$ cat src/rtl/axicb_mst_wr_arbiter_if.sv
// AXI write-channel bundle (AW/W/B) for NB ports; payloads are packed per port.
interface axicb_mst_wr_arbiter_if #(
    parameter int unsigned NB     = 1,
    parameter int unsigned AWCH_W = 8,
    parameter int unsigned WCH_W  = 8,
    parameter int unsigned BCH_W  = 8
);
    logic [NB-1:0]        awvalid;
    logic [NB-1:0]        awready;
    logic [NB*AWCH_W-1:0] awch;
    logic [NB-1:0]        wvalid;
    logic [NB-1:0]        wready;
    logic [NB-1:0]        wlast;
    logic [NB*WCH_W-1:0]  wch;
    logic [NB-1:0]        bvalid;
    logic [NB-1:0]        bready;
    logic [NB*BCH_W-1:0]  bch;

    modport master (
        output awvalid, awch, wvalid, wlast, wch, bready,
        input  awready, wready, bvalid, bch
    );

    modport slave (
        input  awvalid, awch, wvalid, wlast, wch, bready,
        output awready, wready, bvalid, bch
    );
endinterface

$ cat src/rtl/axicb_mst_wr_arbiter.sv
// Shares one slave's AW/W/B channels between MST_NB masters: round-robin AW,
// W ordered by an AW-grant FIFO, B routed back by ID prefix.
module axicb_mst_wr_arbiter #(
    parameter int unsigned         MST_NB        = 4,
    parameter int unsigned         AXI_ADDR_W    = 8,
    parameter int unsigned         AXI_ID_W      = 8,
    parameter int unsigned         AWCH_W        = 8,
    parameter int unsigned         WCH_W         = 8,
    parameter int unsigned         BCH_W         = 8,
    parameter int unsigned         ORDER_DEPTH_W = 3,
    parameter logic [AXI_ID_W-1:0] MST0_ID_MASK  = 'h10,
    parameter logic [AXI_ID_W-1:0] MST1_ID_MASK  = 'h20,
    parameter logic [AXI_ID_W-1:0] MST2_ID_MASK  = 'h40,
    parameter logic [AXI_ID_W-1:0] MST3_ID_MASK  = 'h80
) (
    input  logic                   aclk,
    input  logic                   aresetn,
    input  logic                   srst,
    axicb_mst_wr_arbiter_if.slave  mst,
    axicb_mst_wr_arbiter_if.master slv
);
    localparam int unsigned IDX_W = (MST_NB > 1) ? $clog2(MST_NB) : 1;
    localparam int unsigned DEPTH = 1 << ORDER_DEPTH_W;
    localparam logic [3:0][AXI_ID_W-1:0] ID_MASK =
        {MST3_ID_MASK, MST2_ID_MASK, MST1_ID_MASK, MST0_ID_MASK};

    typedef enum logic {ARB_OPEN, ARB_HELD} arb_state_t;

    arb_state_t state, state_nxt;
    logic [IDX_W-1:0] ptr, ptr_nxt, held_idx, held_nxt, rr_idx, grant;
    logic rr_hit, run, any_req, aw_valid, aw_hs;

    logic [MST_NB-1:0]      order_mem [DEPTH];
    logic [ORDER_DEPTH_W:0] wr_ptr, rd_ptr;
    logic [MST_NB-1:0]      head, push_oh;
    logic                   fifo_full, fifo_empty, w_valid, w_pull;
    logic                   sel_wvalid, sel_wlast;
    logic [WCH_W-1:0]       sel_wch;

    logic [AXI_ID_W-1:0] bid;
    logic [MST_NB-1:0]   bsel;
    logic                bmatch;

    // Either reset source forces every output low without waiting for a clock.
    assign run = aresetn & ~srst;

    always_comb begin
        rr_idx = ptr;
        rr_hit = 1'b0;
        for (int unsigned k = 0; k < MST_NB; k++) begin
            if (!rr_hit && mst.awvalid[(32'(ptr) + k) % MST_NB]) begin
                rr_idx = IDX_W'((32'(ptr) + k) % MST_NB);
                rr_hit = 1'b1;
            end
        end
    end

    assign grant    = (state == ARB_HELD) ? held_idx : rr_idx;
    assign any_req  = |mst.awvalid;
    assign aw_valid = run & any_req & ~fifo_full;
    assign aw_hs    = aw_valid & slv.awready[0];

    assign slv.awvalid = aw_valid;
    assign slv.awch    = run ? mst.awch[grant*AWCH_W +: AWCH_W] : '0;

    always_comb begin
        mst.awready        = '0;
        mst.awready[grant] = aw_hs;
        push_oh            = '0;
        push_oh[grant]     = 1'b1;
    end

    always_comb begin
        state_nxt = state;
        ptr_nxt   = ptr;
        held_nxt  = held_idx;
        if (aw_hs) begin
            state_nxt = ARB_OPEN;
            ptr_nxt   = (grant == IDX_W'(MST_NB - 1)) ? '0 : grant + IDX_W'(1);
        end else if (aw_valid) begin
            state_nxt = ARB_HELD;
            held_nxt  = grant;
        end
    end

    always_ff @(posedge aclk or negedge aresetn) begin
        if (!aresetn) begin
            state    <= ARB_OPEN;
            ptr      <= '0;
            held_idx <= '0;
        end else if (srst) begin
            state    <= ARB_OPEN;
            ptr      <= '0;
            held_idx <= '0;
        end else begin
            state    <= state_nxt;
            ptr      <= ptr_nxt;
            held_idx <= held_nxt;
        end
    end

    // Pointers carry one extra wrap bit to tell full from empty.
    assign fifo_empty = (wr_ptr == rd_ptr);
    assign fifo_full  = (wr_ptr[ORDER_DEPTH_W] != rd_ptr[ORDER_DEPTH_W]) &&
                        (wr_ptr[ORDER_DEPTH_W-1:0] == rd_ptr[ORDER_DEPTH_W-1:0]);
    assign head       = order_mem[rd_ptr[ORDER_DEPTH_W-1:0]];

    always_ff @(posedge aclk) begin
        if (aw_hs) order_mem[wr_ptr[ORDER_DEPTH_W-1:0]] <= push_oh;
    end

    always_ff @(posedge aclk or negedge aresetn) begin
        if (!aresetn) begin
            wr_ptr <= '0;
            rd_ptr <= '0;
        end else if (srst) begin
            wr_ptr <= '0;
            rd_ptr <= '0;
        end else begin
            if (aw_hs)  wr_ptr <= wr_ptr + 1'b1;
            if (w_pull) rd_ptr <= rd_ptr + 1'b1;
        end
    end

    always_comb begin
        sel_wvalid = 1'b0;
        sel_wlast  = 1'b0;
        sel_wch    = '0;
        for (int unsigned n = 0; n < MST_NB; n++) begin
            if (head[n]) begin
                sel_wvalid = mst.wvalid[n];
                sel_wlast  = mst.wlast[n];
                sel_wch    = mst.wch[n*WCH_W +: WCH_W];
            end
        end
    end

    assign w_valid     = run & ~fifo_empty & sel_wvalid;
    assign w_pull      = w_valid & slv.wready[0] & sel_wlast;
    assign slv.wvalid  = w_valid;
    assign slv.wlast   = run & sel_wlast;
    assign slv.wch     = run ? sel_wch : '0;
    assign mst.wready  = (run & ~fifo_empty & slv.wready[0]) ? head : '0;

    assign bid = slv.bch[AXI_ID_W-1:0];

    always_comb begin
        bsel   = '0;
        bmatch = 1'b0;
        for (int unsigned n = 0; n < MST_NB; n++) begin
            if (!bmatch && ((bid & ID_MASK[n]) == ID_MASK[n])) begin
                bsel[n] = 1'b1;
                bmatch  = 1'b1;
            end
        end
    end

    // Unclaimed IDs are acknowledged and dropped so the slave never stalls.
    assign mst.bvalid = (run & slv.bvalid[0]) ? bsel : '0;
    assign slv.bready = run & (bmatch ? |(bsel & mst.bready) : 1'b1);
    assign mst.bch    = run ? {MST_NB{slv.bch}} : '0;
endmodule

$ cat src/flat_wrapper.sv
// flat-port wrapper written by rule: the top's interface ports become plain ports
module axicb_mst_wr_arbiter_flat 
#(
    parameter int unsigned         MST_NB        = 4,
    parameter int unsigned         AXI_ADDR_W    = 8,
    parameter int unsigned         AXI_ID_W      = 8,
    parameter int unsigned         AWCH_W        = 8,
    parameter int unsigned         WCH_W         = 8,
    parameter int unsigned         BCH_W         = 8,
    parameter int unsigned         ORDER_DEPTH_W = 3,
    parameter logic [AXI_ID_W-1:0] MST0_ID_MASK  = 'h10,
    parameter logic [AXI_ID_W-1:0] MST1_ID_MASK  = 'h20,
    parameter logic [AXI_ID_W-1:0] MST2_ID_MASK  = 'h40,
    parameter logic [AXI_ID_W-1:0] MST3_ID_MASK  = 'h80
)
  (aclk, aresetn, srst, mst_awvalid, mst_awch, mst_wvalid, mst_wlast, mst_wch, mst_bready, mst_awready, mst_wready, mst_bvalid, mst_bch, slv_awvalid, slv_awch, slv_wvalid, slv_wlast, slv_wch, slv_bready, slv_awready, slv_wready, slv_bvalid, slv_bch);
  axicb_mst_wr_arbiter_if #(.NB((4)), .AWCH_W(AWCH_W), .WCH_W(WCH_W), .BCH_W(BCH_W)) mst_i ();
  axicb_mst_wr_arbiter_if #(.NB(1), .AWCH_W(AWCH_W), .WCH_W(WCH_W), .BCH_W(BCH_W)) slv_i ();
  input  logic aclk;
  input  logic aresetn;
  input  logic srst;
  input wire logic [$bits(mst_i.awvalid)-1:0] mst_awvalid;
  input wire logic [$bits(mst_i.awch)-1:0] mst_awch;
  input wire logic [$bits(mst_i.wvalid)-1:0] mst_wvalid;
  input wire logic [$bits(mst_i.wlast)-1:0] mst_wlast;
  input wire logic [$bits(mst_i.wch)-1:0] mst_wch;
  input wire logic [$bits(mst_i.bready)-1:0] mst_bready;
  output wire logic [$bits(mst_i.awready)-1:0] mst_awready;
  output wire logic [$bits(mst_i.wready)-1:0] mst_wready;
  output wire logic [$bits(mst_i.bvalid)-1:0] mst_bvalid;
  output wire logic [$bits(mst_i.bch)-1:0] mst_bch;
  output wire logic [$bits(slv_i.awvalid)-1:0] slv_awvalid;
  output wire logic [$bits(slv_i.awch)-1:0] slv_awch;
  output wire logic [$bits(slv_i.wvalid)-1:0] slv_wvalid;
  output wire logic [$bits(slv_i.wlast)-1:0] slv_wlast;
  output wire logic [$bits(slv_i.wch)-1:0] slv_wch;
  output wire logic [$bits(slv_i.bready)-1:0] slv_bready;
  input wire logic [$bits(slv_i.awready)-1:0] slv_awready;
  input wire logic [$bits(slv_i.wready)-1:0] slv_wready;
  input wire logic [$bits(slv_i.bvalid)-1:0] slv_bvalid;
  input wire logic [$bits(slv_i.bch)-1:0] slv_bch;
  assign mst_i.awvalid = mst_awvalid;
  assign mst_i.awch = mst_awch;
  assign mst_i.wvalid = mst_wvalid;
  assign mst_i.wlast = mst_wlast;
  assign mst_i.wch = mst_wch;
  assign mst_i.bready = mst_bready;
  assign mst_awready = mst_i.awready;
  assign mst_wready = mst_i.wready;
  assign mst_bvalid = mst_i.bvalid;
  assign mst_bch = mst_i.bch;
  assign slv_awvalid = slv_i.awvalid;
  assign slv_awch = slv_i.awch;
  assign slv_wvalid = slv_i.wvalid;
  assign slv_wlast = slv_i.wlast;
  assign slv_wch = slv_i.wch;
  assign slv_bready = slv_i.bready;
  assign slv_i.awready = slv_awready;
  assign slv_i.wready = slv_wready;
  assign slv_i.bvalid = slv_bvalid;
  assign slv_i.bch = slv_bch;
  axicb_mst_wr_arbiter #(.MST_NB(MST_NB), .AXI_ADDR_W(AXI_ADDR_W), .AXI_ID_W(AXI_ID_W), .AWCH_W(AWCH_W), .WCH_W(WCH_W), .BCH_W(BCH_W), .ORDER_DEPTH_W(ORDER_DEPTH_W), .MST0_ID_MASK(MST0_ID_MASK), .MST1_ID_MASK(MST1_ID_MASK), .MST2_ID_MASK(MST2_ID_MASK), .MST3_ID_MASK(MST3_ID_MASK)) u_core (.aclk(aclk), .aresetn(aresetn), .srst(srst), .mst(mst_i), .slv(slv_i));
endmodule
$ cat config.mk
export PLATFORM = sky130hd
export DESIGN_NAME = axicb_mst_wr_arbiter_flat
export DESIGN_NICKNAME = d
export VERILOG_FILES = /design/src/rtl/axicb_mst_wr_arbiter_if.sv /design/src/rtl/axicb_mst_wr_arbiter.sv /design/src/flat_wrapper.sv
export SDC_FILE = /design/constraint.sdc
export NUM_CORES = 1
export LEC_CHECK = 0
export BUFFER_PORTS_ARGS = -buffer_cell sky130_fd_sc_hd__buf_2
export CORE_MARGIN = 8
export CORE_UTILIZATION = 40
export CTS_CLUSTER_SIZE = 10
export DETAILED_ROUTE_END_ITERATION = 8
export PLACE_DENSITY = 0.76
export RECOVER_POWER = 50
export SYNTH_ARGS = -nofsm -noshare
export SYNTH_HDL_FRONTEND = slang
export SYNTH_SLANG_ARGS = --single-unit
$ cat constraint.sdc
create_clock -name aclk -period 4.19 [get_ports aclk]
set_input_delay 0.838 -clock aclk [delete_from_list [all_inputs] [get_ports aclk]]
set_output_delay 0.838 -clock aclk [all_outputs]
set_load 0.02 [all_outputs]
-- Word level (Yosys, flattened, before mapping)
Memory sizes are Yosys's and may differ from the RTL's.
Index checks and enable logic that the tools add are counted.
- bits of input ports: 94
- output and inout bits: 64
- memories: 1
- bits in writable memories: 32
- register bits: 13
- memory list (name ; words ; bits a word ; rd ports ; clocked after memory_dff ; write ports ; RTL line ; source):
    u_core.order_mem ; 8 ; 4 ; 1 ; 0 ; 1 ; axicb_mst_wr_arbiter.sv:33 ; logic [MST_NB-1:0] order_mem [DEPTH];
- reductions and logical operators: 21
- magnitude comparators: 6
- equality and inequality tests: 5
- add/subtract/negate cells: 6
- shifts and indexed selects: 1
- muxes and demuxes: 57
- bitwise operators: 17
- operators by type and width (operator ; number):
    $mux W8 ; 6
    $mux W32 ; 1
    $shiftx A32 B6 Y8 ; 1
    $mux W1 ; 29
    $mux W4 ; 6
    $mux W2 ; 10
    $lt A2 B3 Y1 const B ; 5
    $and A1 B1 Y1 ; 12
    $add A4 B1 Y4 const B ; 2
    $and A4 B4 Y4 ; 2
    $bmux W1 S2 ; 4
    $logic_and A1 B1 Y1 ; 8
    $reduce_or A4 Y1 ; 2
    $logic_not A1 Y1 ; 6
    $reduce_bool A2 Y1 ; 3
    $add A2 B1 Y2 const B ; 2
    $add A2 B2 Y2 const B ; 2
    $eq A4 B4 Y1 ; 1
    $eq A3 B3 Y1 ; 1
    $not A1 Y1 ; 3
    $reduce_bool A3 Y1 ; 1
    $demux W1 S2 ; 1
    $eq A2 B2 Y1 const B ; 1
    $ge A2 B1 Y1 const B ; 1
    other kinds (3) ; 3

-- Depth between registers and ports, before layout
Gate-level depths: netlist of run 1.
- depth in word-level cells: 18
- depth in mapped cells: 8
- gate-level depth less buffers: 6

-- Worst setup path before layout of run 1
Ideal clock, no wire load.
- path type: input to output
- start point: input port mst_awvalid[2]
- end point: output port slv_awch[0]
- arrival: 2.762 ns
- stages on the path: 7
- path slack: 0.590 ns
- path through: nor2b_1 > o21a_1 > o41ai_2 > buf_2 > buf_2 > mux2i_1 > a211oi_1
- cells in the longest elaborated chain, start to end: 15
- elaborated cells between the ends (all ways): 23
- those cells by class: 1 x shift; 16 x mux; 6 x reduce/logical
- ends and longest elaborated chain (item ; RTL line ; source):
    start, declared ; flat_wrapper.sv:22 ; input wire logic [$bits(mst_i.awvalid)-1:0] mst_awvalid;
    $bmux W1 S2 ; axicb_mst_wr_arbiter.sv:51 ; if (!rr_hit && mst.awvalid[(32'(ptr) + k) % MST_NB]) begin
    $mux W1 (implied by the code) ; axicb_mst_wr_arbiter.sv:51 ;
    $mux W1 ; axicb_mst_wr_arbiter.sv:51 ;
    $logic_not A1 Y1 ; axicb_mst_wr_arbiter.sv:51 ;
    $logic_and A1 B1 Y1 ; axicb_mst_wr_arbiter.sv:51 ;
    $mux W1 ; axicb_mst_wr_arbiter.sv:51 ;
    $logic_not A1 Y1 ; axicb_mst_wr_arbiter.sv:51 ;
    $logic_and A1 B1 Y1 ; axicb_mst_wr_arbiter.sv:51 ;
    $mux W1 ; axicb_mst_wr_arbiter.sv:51 ;
    $logic_not A1 Y1 ; axicb_mst_wr_arbiter.sv:51 ;
    $logic_and A1 B1 Y1 ; axicb_mst_wr_arbiter.sv:51 ;
    $mux W2 * ; axicb_mst_wr_arbiter.sv:51 ;
    $mux W2 * ; axicb_mst_wr_arbiter.sv:58 ; assign grant = (state == ARB_HELD) ? held_idx : rr_idx;
    $shiftx A32 B6 Y8 * ; axicb_mst_wr_arbiter.sv:64 ; assign slv.awch = run ? mst.awch[grant*AWCH_W +: AWCH_W] : '0;
    $mux W8 * ; axicb_mst_wr_arbiter.sv:64 ;
    end, declared ; flat_wrapper.sv:33 ; output wire logic [$bits(slv_i.awch)-1:0] slv_awch;
Every way passes the cells marked *; elsewhere a longest branch is shown, timed or not. The select of a mux whose other input is x is not followed.

-- Final worst setup path of run 1
- start point: input port aresetn
- end point: output port mst_awready[3]
- cells in the longest elaborated chain, start to end: 5
- ends and longest elaborated chain (item ; RTL line ; source):
    start, declared ; flat_wrapper.sv:20 ; input logic aresetn;
    $and A1 B1 Y1 ; axicb_mst_wr_arbiter.sv:45 ; assign run = aresetn & ~srst;
    $and A1 B1 Y1 (2 in series) ; axicb_mst_wr_arbiter.sv:60 ; assign aw_valid = run & any_req & ~fifo_full;
    $and A1 B1 Y1 ; axicb_mst_wr_arbiter.sv:61 ; assign aw_hs = aw_valid & slv.awready[0];
    $and A4 B4 Y4 (no line) ; -- ;
    end, declared ; flat_wrapper.sv:28 ; output wire logic [$bits(mst_i.awready)-1:0] mst_awready;
Every way passes these cells.

==> results of run 1 <==
[path summary, 6_finish.rpt]
check	endpoint	depth (start not counted)	slack, ns
min in group asynchronous	u_core.held_idx[0]	1	0.58
worst min register to register	u_core.held_idx[1]	2	0.54
worst min-delay path	u_core.held_idx[1]	2	0.54
worst max register to register	u_core.order_mem[3][0]	7	0.89
max in group asynchronous	u_core.rd_ptr[1]	1	3.13
worst max-delay path	mst_awready[3]	6	0.44
[power by group through the flow]
stage                     logic (uW)  registers [uW]  clock network [uW]
after floorplan                  171             506                   0
after global placement           260             510                   0
after detailed placement         269             510                   0
after CTS                        269             501                 310
after global routing             289             502                 329
final                            263             501                 302
[flip-flops by register name (all words and copies together), names as in the netlist]
register,cells
u_core.held_idx,2
u_core.order_mem,32
u_core.ptr,2
u_core.rd_ptr,4
u_core.state,1
u_core.wr_ptr,4
[worst max-delay path: cells and delay by family]
kind,cells,cell delay (ns)
AOI/OAI and AO/OA,1,0.62
buffers and inverters,3,1.12
and+or+nand+nor,2,0.33
[layer usage]
layer  GRT usage [%]  vias up  routed length, microns
li1                -     1390                       -
met1            17.7     1322                    3570
met2            27.9      156                    4440
met3            6.75        8                    1010
met4            4.45        0                      93
met5               0        -                       0
[cells in the mapped netlist (3+ instances only)]
master | n | area, sq um
dfrtp_1 | 13 | 325
nor2b_1 | 5 | 31.3
nand2b_1 | 5 | 31.3
nand2_1 | 26 | 97.6
nor2_1 | 35 | 131
or3_1 | 9 | 56.3
buf_4 | 24 | 180
ha_1 | 3 | 37.5
buf_2 | 5 | 25.0
mux2_2 | 11 | 124
a221oi_1 | 8 | 70.1
clkbuf_1 | 9 | 33.8
and3_1 | 3 | 18.8
nor4_1 | 4 | 25.0
inv_1 | 11 | 41.3
buf_6 | 3 | 33.8
nor3b_1 | 3 | 22.5
edfxtp_1 | 32 | 961
nor3_1 | 6 | 30.0
mux4_2 | 4 | 90.1
and2_1 | 9 | 56.3
xor2_1 | 5 | 43.8
a21oi_1 | 13 | 65.1
mux2i_1 | 11 | 110
nand3_1 | 5 | 25.0
o31ai_1 | 3 | 22.5
mux4_1 | 4 | 105
a211oi_1 | 11 | 82.6
[per-stage QoR]
step / area [sq um] / utilization, % / total power [uW] / worst slack (ns)
after floorplan: 3130 / - / 678 / 0.590
after global placement: 3880 / 50.8 / 770 / 0.738
after CTS: 4000 / 52.2 / 1080 / 0.402
after detailed placement: 3880 / 50.8 / 779 / 0.687
after global routing: 3960 / 51.7 / 1120 / 0.146
final: 3960 / 51.7 / 1070 / 0.442
[area by class of cell]
class,count,area share [%]
tap,102,3.23
sequential,45,32.5
inverter,11,1.04
timing repair buffer,170,21.5
multi-input combinational,210,38.9
clock buffer,8,2.82
[logic make-up after synthesis]
| family | after synthesis |
|---|---|
| muxes | 31 |
| adders and majority gates | 3 |
| buffers and inverters | 52 |
| DFF | 45 |
| and+or+nand+nor | 116 |
| xor gates and xnor gates | 7 |
| AOI/OAI and AO/OA | 53 |
==> flow_summary.json, run 1 <==
{
  "outcome": "finished, final reports clean",
  "drc": 0,
  "start_util_pct": 40.9,
  "drive_gt1_share_pct": 40.8,
  "clockRootBuffer": "clkbuf_8",
  "numCtsBuffers": 5,
  "overflow": 0,
  "hold_start": "u_core.held_idx[1]",
  "maxCapViolations": 0,
  "ys_async_sr_fraction_pct": 28.9,
  "grt_pass1_vias": 3000,
  "grt_max_degree": 24,
  "seqCellArea_sq_mm": 0.00129,
  "swShare_pct": 27.5,
  "coreArea_sq_mm": 0.00765,
  "grt_antenna_before_repair": 0,
  "vias": 2876,
  "p_int_uw": 773,
  "final.period_utilization_pct": 89.5,
  "syn_inst": 307,
  "finClkSkew_ns": 0.0104,
  "hold_violations": 0,
  "syn_area_sq_mm": 0.00313,
  "holdBufCountCts": 0,
  "final_common_cell": "buf_2",
  "clkPwrFrac_pct": 28.3,
  "setup_viol": 0,
  "wirelength_microns": 9110,
  "period_minus_slack_ns": 3.75,
  "ir_worst_vdd_mv": 0.127,
  "critPathArrivalTime_ns": 2.91,
  "crit_top_cell": "clkbuf_1",
  "switchingPower_uw": 293,
  "max_slew_margin_pct": 32.8,
  "vias_per_cell": 5.27,
  "post_cts_resized": 0,
  "synth_top_family_by_area": "simple AND/OR/NAND/NOR gates",
  "most-common-layout-cells": "buf_2, nor2_1, edfxtp_1, nand2_1, clkbuf_1",
  "yosysWarnings": 0,
  "cts_tree": "done",
  "num_antenna_cells": 0,
  "die_x_microns": 104,
  "io_pins": 158,
  "insertion_delay_ns": 0.29,
  "antenna_left": 0,
  "crit_required_ns": 3.35,
  "p_per_area_mw_per_mm2": 269,
  "dp.cells": 538,
  "slowest_stage": "a2111oi_0",
  "instances_no_fill": 546,
  "synth_compound_area_share_pct": 13.1,
  "cp-end-kind": "primary output",
  "synthFlopType": "edfxtp_1",
  "synthXorXnorAreaFrac_pct": 1.96,
  "p_comb_share_pct": 24.7,
  "synth_mux_area_share_pct": 14.2,
  "multiInputGateArea_sq_mm": 0.00154,
  "min_path_type": "reg -> reg",
  "gp_congestion": 0.842,
  "layout.nets": 540,
  "startpoint_type": "input port",
  "hpwl_microns": 7450,
  "crit_path_cell_trace": "clkbuf_1, nand2_1, a2111oi_0, clkbuf_1, and2_1, buf_2",
  "port_buffers": 157,
  "cts_setup_buffers": 0,
  "critPathKind": "in -> out",
  "grt_usage_pct": 16.2,
  "seq_area_frac_synth_pct": 41.1,
  "grt_pass1_wl_microns": 14600,
  "rsz0062_at_grt": "no",
  "fillerInstances": 701,
  "finalMaxSlewViolations": 0,
  "tightest_slew_ns": 1.01,
  "p_leak_uw": 0.00181,
  "die_h_microns": 104,
  "ys_seq_elements": 45,
  "wl_per_cell_microns": 16.7,
  "synth_fp_nets": 404,
  "crit_path_max_incr_delay_ns": 0.62,
  "synthDistinctLibCells": 49,
  "synth.avg_cell_area_sq_um": 10.2,
  "cts.sinks": 45,
  "worstPathMaxFanout": 15,
  "area_delta_synth_final_pct": 26.4,
  "synth_edf_count": 32,
  "fmax_ghz": 0.267,
  "die-area_sq_mm": 0.0109,
  "row_count": 32,
  "cts_buffer_depth": 2,
  "synthAdderAreaFrac_pct": 1.20,
  "tns_ns": 0,
  "seqPwrFrac_pct": 47.0,
  "hold_slack_ns": 0.541,
  "drt-initial-drc-count": 98,
  "cts_max_level": 2,
  "reg2reg_from": "u_core.rd_ptr[0]",
  "path_clk_slew_ns": 0.08,
  "yosys.area_share.simple_pct": 18.4,
  "timing.critical_path.from": "aresetn",
  "firstDrtPassIters": 4
}
Note: power is estimated with default switching activity, not from simulation.
==> inputs of run 2 (changes only) <==
--- a/config.mk
+++ b/config.mk
@@ -5,13 +5,14 @@
 export SDC_FILE = /design/constraint.sdc
 export NUM_CORES = 1
 export LEC_CHECK = 0
-export BUFFER_PORTS_ARGS = -buffer_cell sky130_fd_sc_hd__buf_2
+export BUFFER_PORTS_ARGS = -buffer_cell sky130_fd_sc_hd__clkbuf_2
 export CORE_MARGIN = 8
 export CORE_UTILIZATION = 40
 export CTS_CLUSTER_SIZE = 10
 export DETAILED_ROUTE_END_ITERATION = 8
 export PLACE_DENSITY = 0.76
 export RECOVER_POWER = 50
+export REMOVE_ABC_BUFFERS = 1
 export SYNTH_ARGS = -nofsm -noshare
 export SYNTH_HDL_FRONTEND = slang
 export SYNTH_SLANG_ARGS = --single-unit
==> flow_summary.json, run 2 (synthesized netlist as in run 1, its figures left out) <==
{
  "final.period_utilization_pct": 89.8,
  "grt_pass1_wl_microns": 14300,
  "period_minus_slack_ns": 3.76,
  "placed_area_sq_mm": 0.00388,
  "instances_no_fill": 546,
  "wl_per_cell_microns": 17.0,
  "path_clk_slew_ns": 0.08,
  "min_path_cells": 2,
  "tightest_slew_ns": 1.13,
  "dp.cells": 538,
  "hpwl_microns": 7660,
  "cts_max_level": 2,
  "hold_violations": 0,
  "cp-end-kind": "primary output",
  "critPathArrivalTime_ns": 2.92,
  "coreArea_sq_mm": 0.00765,
  "vias_per_cell": 5.21,
  "crit_path_end": "mst_awready[2]",
  "firstDrtPassIters": 4,
  "grt_usage_pct": 16.0,
  "die_x_microns": 104,
  "final.setup.worst_slack_ns": 0.429,
  "cts.sinks": 45,
  "place_ws_ns": 0.568,
  "die-area_sq_mm": 0.0109,
  "cts_buffer_depth": 2,
  "final_common_cell": "clkbuf_2",
  "most-common-layout-cells": "clkbuf_2, nor2_1, edfxtp_1, nand2_1, clkbuf_1",
  "die_h_microns": 104,
  "start_util_pct": 40.9,
  "seqPwrFrac_pct": 48.6,
  "crit_top_cell": "clkbuf_2",
  "critPathKind": "in -> out",
  "reg2reg_depth": 6,
  "multiInputGateArea_sq_mm": 0.00154,
  "drc": 0,
  "final_core_util_pct": 51.4,
  "crit_path_cell_trace": "clkbuf_2, inv_1, nand2_1, clkbuf_1, a2111oi_2, buf_4, nand2b_1, nor2_1, clkbuf_2",
  "vias": 2844,
  "clockRootBuffer": "clkbuf_8",
  "finalMaxSlewViolations": 0,
  "drt-initial-drc-count": 150,
  "holdBufCountCts": 0,
  "cp_num_buf_inv": 5,
  "io_pins": 158,
  "finClkSkew_ns": 0.00497,
  "worstPathMaxFanout": 22,
  "p_comb_share_pct": 25.6,
  "cts_setup_buffers": 0,
  "setup_viol": 0,
  "timing.critical_path.from": "srst",
  "port_buffers": 157,
  "numCtsBuffers": 5,
  "fillerInstances": 707,
  "largest_register_ff_count": 32,
  "num_antenna_cells": 0,
  "insertion_delay_ns": 0.29,
  "min_path_type": "reg -> reg",
  "seqCellArea_sq_mm": 0.00129,
  "swShare_pct": 30.1,
  "ir_worst_vdd_mv": 0.178,
  "timing.rr.end": "u_core.order_mem[5][3]",
  "grt_max_degree": 24,
  "drive_gt1_share_pct": 40.8,
  "fmax_ghz": 0.266,
  "startpoint_type": "input port",
  "r2r_slack_ns": 1.37,
  "post_cts_resized": 0,
  "crit_required_ns": 3.35,
  "max_slew_margin_pct": 24.8,
  "p_int_uw": 720,
  "antenna_left": 0,
  "slowest_stage": "a2111oi_2",
  "grt_antenna_before_repair": 0,
  "row_count": 32,
  "crit_path_max_incr_delay_ns": 0.48,
  "outcome": "finished, final reports clean",
  "p_per_area_mw_per_mm2": 262,
  "wirelength_microns": 9310,
  "gp_congestion": 0.795,
  "crit_family": "buffers and inverters",
  "tns_ns": 0,
  "p_leak_uw": 0.00177,
  "final_area_sq_mm": 0.00393,
  "switchingPower_uw": 310,
  "grt_pass1_vias": 2860,
  "rsz0062_at_grt": "no",
  "area_delta_synth_final_pct": 25.6,
  "maxCapViolations": 0,
  "worst-path-stages": 9,
  "reg2reg_from": "u_core.rd_ptr[0]",
  "layout.nets": 540,
  "clkPwrFrac_pct": 25.8,
  "overflow": 0,
  "cts_tree": "done"
}
-- run 2: tightest hold or removal path, cell delays in order, from the launching register on --
cell and delay (ns):
dfrtp_1 0.39, nand2_1 0.06, o21ai_0 0.06
-- run 2: stage by stage --
step / power [uW] / hold slack [ns]
floorplan: 659 / 0.503
global placement: 770 / 0.526
detailed placement: 778 / 0.544
CTS: 1040 / 0.482
global route: 1070 / 0.598
finish: 1030 / 0.553
-- run 2: worst min path at each step --
stage,from,slack (ns),end
floorplan,u_core.held_idx[0],0.50,u_core.held_idx[0]
global placement,u_core.held_idx[0],0.53,u_core.held_idx[0]
detailed placement,u_core.held_idx[1],0.54,u_core.held_idx[1]
CTS,aresetn,0.48,u_core.ptr[0]
global route,u_core.ptr[0],0.60,u_core.ptr[0]
finish,u_core.held_idx[1],0.55,u_core.held_idx[1]
-- run 2: per-layer routing --
metal	track usage, %	routed length, microns	vias up
li1	-	-	1384
met1	18.8	3740	1353
met2	28.5	4830	103
met3	4.52	694	4
met4	2.17	38	0
met5	0	0	-
-- run 2: layout make-up --
class	count	share of cell area (%)
clock buffers	5	1.75
clock inverters	3	0.541
inverters	11	1.05
multi-input cells	210	39.2
flip-flops and latches	45	32.7
well taps	102	3.25
repair buffers	170	21.5
-- run 2: power groups by stage --
| stage | Combinational (uW) | Clock [uW] | Sequential (uW) |
|---|---|---|---|
| after floorplan | 151 | 0 | 508 |
| after global placement | 260 | 0 | 510 |
| after detailed placement | 268 | 0 | 510 |
| after CTS | 269 | 272 | 500 |
| after global routing | 286 | 288 | 501 |
| final | 264 | 266 | 500 |
==> inputs of run 3 (changes only) <==
--- a/config.mk
+++ b/config.mk
@@ -11,7 +11,7 @@
 export CTS_CLUSTER_SIZE = 10
 export DETAILED_ROUTE_END_ITERATION = 8
 export PLACE_DENSITY = 0.76
-export RECOVER_POWER = 50
+export RECOVER_POWER = 100
 export REMOVE_ABC_BUFFERS = 1
 export SYNTH_ARGS = -nofsm -noshare
 export SYNTH_HDL_FRONTEND = slang
==> flow_summary.json, run 3 (synthesized netlist as in run 1, its figures left out) <==
{
  "hold_violations": 0,
  "final.period_utilization_pct": 90.2,
  "drive_gt1_share_pct": 31.1,
  "overflow": 0,
  "rsz0062_at_grt": "no",
  "p_per_area_mw_per_mm2": 265,
  "antenna_left": 0,
  "cts_max_level": 2,
  "drc": 0,
  "fillerInstances": 727,
  "place_ws_ns": 0.568,
  "cts.sinks": 45,
  "start_util_pct": 40.9,
  "crit_required_ns": 3.35,
  "final.setup.worst_slack_ns": 0.411,
  "worstPathMaxFanout": 22,
  "hold_start": "u_core.held_idx[1]",
  "grt_usage_pct": 16.0,
  "maxCapViolations": 0,
  "grt_max_degree": 24,
  "max_slew_margin_pct": 23.1,
  "gp_congestion": 0.795,
  "finClkSkew_ns": 0.00655,
  "grt_pass1_wl_microns": 14300,
  "path_clk_slew_ns": 0.08,
  "finalMaxSlewViolations": 0,
  "reg2reg_depth": 8,
  "die-area_sq_mm": 0.0109,
  "die_x_microns": 104,
  "min_path_type": "reg -> reg",
  "grt_pass1_vias": 2860,
  "outcome": "finished, final reports clean",
  "wl_per_cell_microns": 17.1,
  "row_count": 32,
  "period_minus_slack_ns": 3.78,
  "vias": 2845,
  "cp-end-kind": "primary output",
  "ir_worst_vdd_mv": 0.178,
  "insertion_delay_ns": 0.29,
  "timing.critical_path.from": "srst",
  "layout.nets": 540,
  "min_to": "u_core.held_idx[1]",
  "setup_viol": 0,
  "wirelength_microns": 9340,
  "cts_tree": "done",
  "num_antenna_cells": 0,
  "critPathKind": "in -> out",
  "cts_setup_buffers": 0,
  "critPathArrivalTime_ns": 2.94,
  "p_total_uw": 1030,
  "final_common_cell": "clkbuf_2",
  "reg2reg_from": "u_core.rd_ptr[0]",
  "p_leak_uw": 0.00163,
  "grt_antenna_before_repair": 0,
  "clockRootBuffer": "clkbuf_8",
  "die_h_microns": 104,
  "fmax_ghz": 0.265,
  "startpoint_type": "input port",
  "vias_per_cell": 5.21,
  "min_path_cells": 2,
  "io_pins": 158,
  "instances_no_fill": 546,
  "most-common-layout-cells": "clkbuf_2, clkbuf_1, nor2_1, edfxtp_1, nand2_1",
  "port_buffers": 157,
  "post_cts_resized": 0,
  "coreArea_sq_mm": 0.00765,
  "timing.rr.end": "u_core.rd_ptr[2]",
  "firstDrtPassIters": 4,
  "holdBufCountCts": 0,
  "drt-initial-drc-count": 169,
  "cts_buffer_depth": 2,
  "numCtsBuffers": 5,
  "largest_register_ff_count": 32,
  "dp.cells": 538,
  "r2r_slack_ns": 1.28,
  "hpwl_microns": 7660,
  "area_delta_synth_final_pct": 23.8,
  "tightest_slew_ns": 1.15
}
==> run 3: changes by cell type in the layout (fill, tap and decap cells not counted), sizes merged <==
cell	before	now
buf	7	5
clkbuf	168	170
==> run 3: critical path, stage by stage <==
cell and delay, ns:
clkbuf_2 0.16, inv_1 0.27, nand2_1 0.08, clkbuf_1 0.46, a2111oi_2 0.49, buf_4 0.23, nand2b_1 0.11, nor2_1 0.11
clkbuf_2 0.18
==> run 3: layout make-up <==
class | count | area [sq um] | share of cell area [%]
multi-input cells | 210 | 1540 | 39.8
clock inverters | 3 | 21.3 | 0.549
flip-flops and latches | 45 | 1290 | 33.2
well taps | 102 | 128 | 3.29
clock buffers | 5 | 68.8 | 1.78
inverters | 11 | 41.3 | 1.07
repair buffers | 170 | 788 | 20.3
==> run 3: through the flow <==
stage | area (sq um) | TNS [ns] | utilization (%) | hold slack, ns
after CTS | 3970 | 0 | 52.0 | 0.482
final | 3870 | 0 | 50.7 | 0.554
after detailed placement | 3880 | 0 | 50.8 | 0.544
after floorplan | 2860 | -2.05 | - | 0.503
after global placement | 3880 | 0 | 50.8 | 0.526
after global routing | 3870 | 0 | 50.7 | 0.598
==> run 3: worst max path at each step <==
stage | to | slack, ns | cells after the start
3_3_place_gp | slv_awch[1] | 0.65 | 9
2_1_floorplan | slv_awch[0] | -0.26 | 6
5_1_grt | slv_awch[6] | 0.23 | 8
3_5_place_dp | slv_awch[1] | 0.57 | 9
4_1_cts | slv_wch[3] | 0.51 | 7
6_report | mst_awready[2] | 0.41 | 9
==> run 3: routing by layer <==
metal / up-vias / wire length (microns) / GRT usage (%)
met2: 110 / 4840 / 28.5
met1: 1345 / 3740 / 18.8
li1: 1386 / - / -
met5: - / 0 / 0
met4: 0 / 29 / 2.17
met3: 4 / 732 / 4.52
==> run 3: power by group <==
group	leakage (uW)	internal (uW)	total [uW]	switching [uW]
logic	0.00111	104	259	155
registers	0.000472	493	500	7.20
clock network	0.0000445	118	266	148
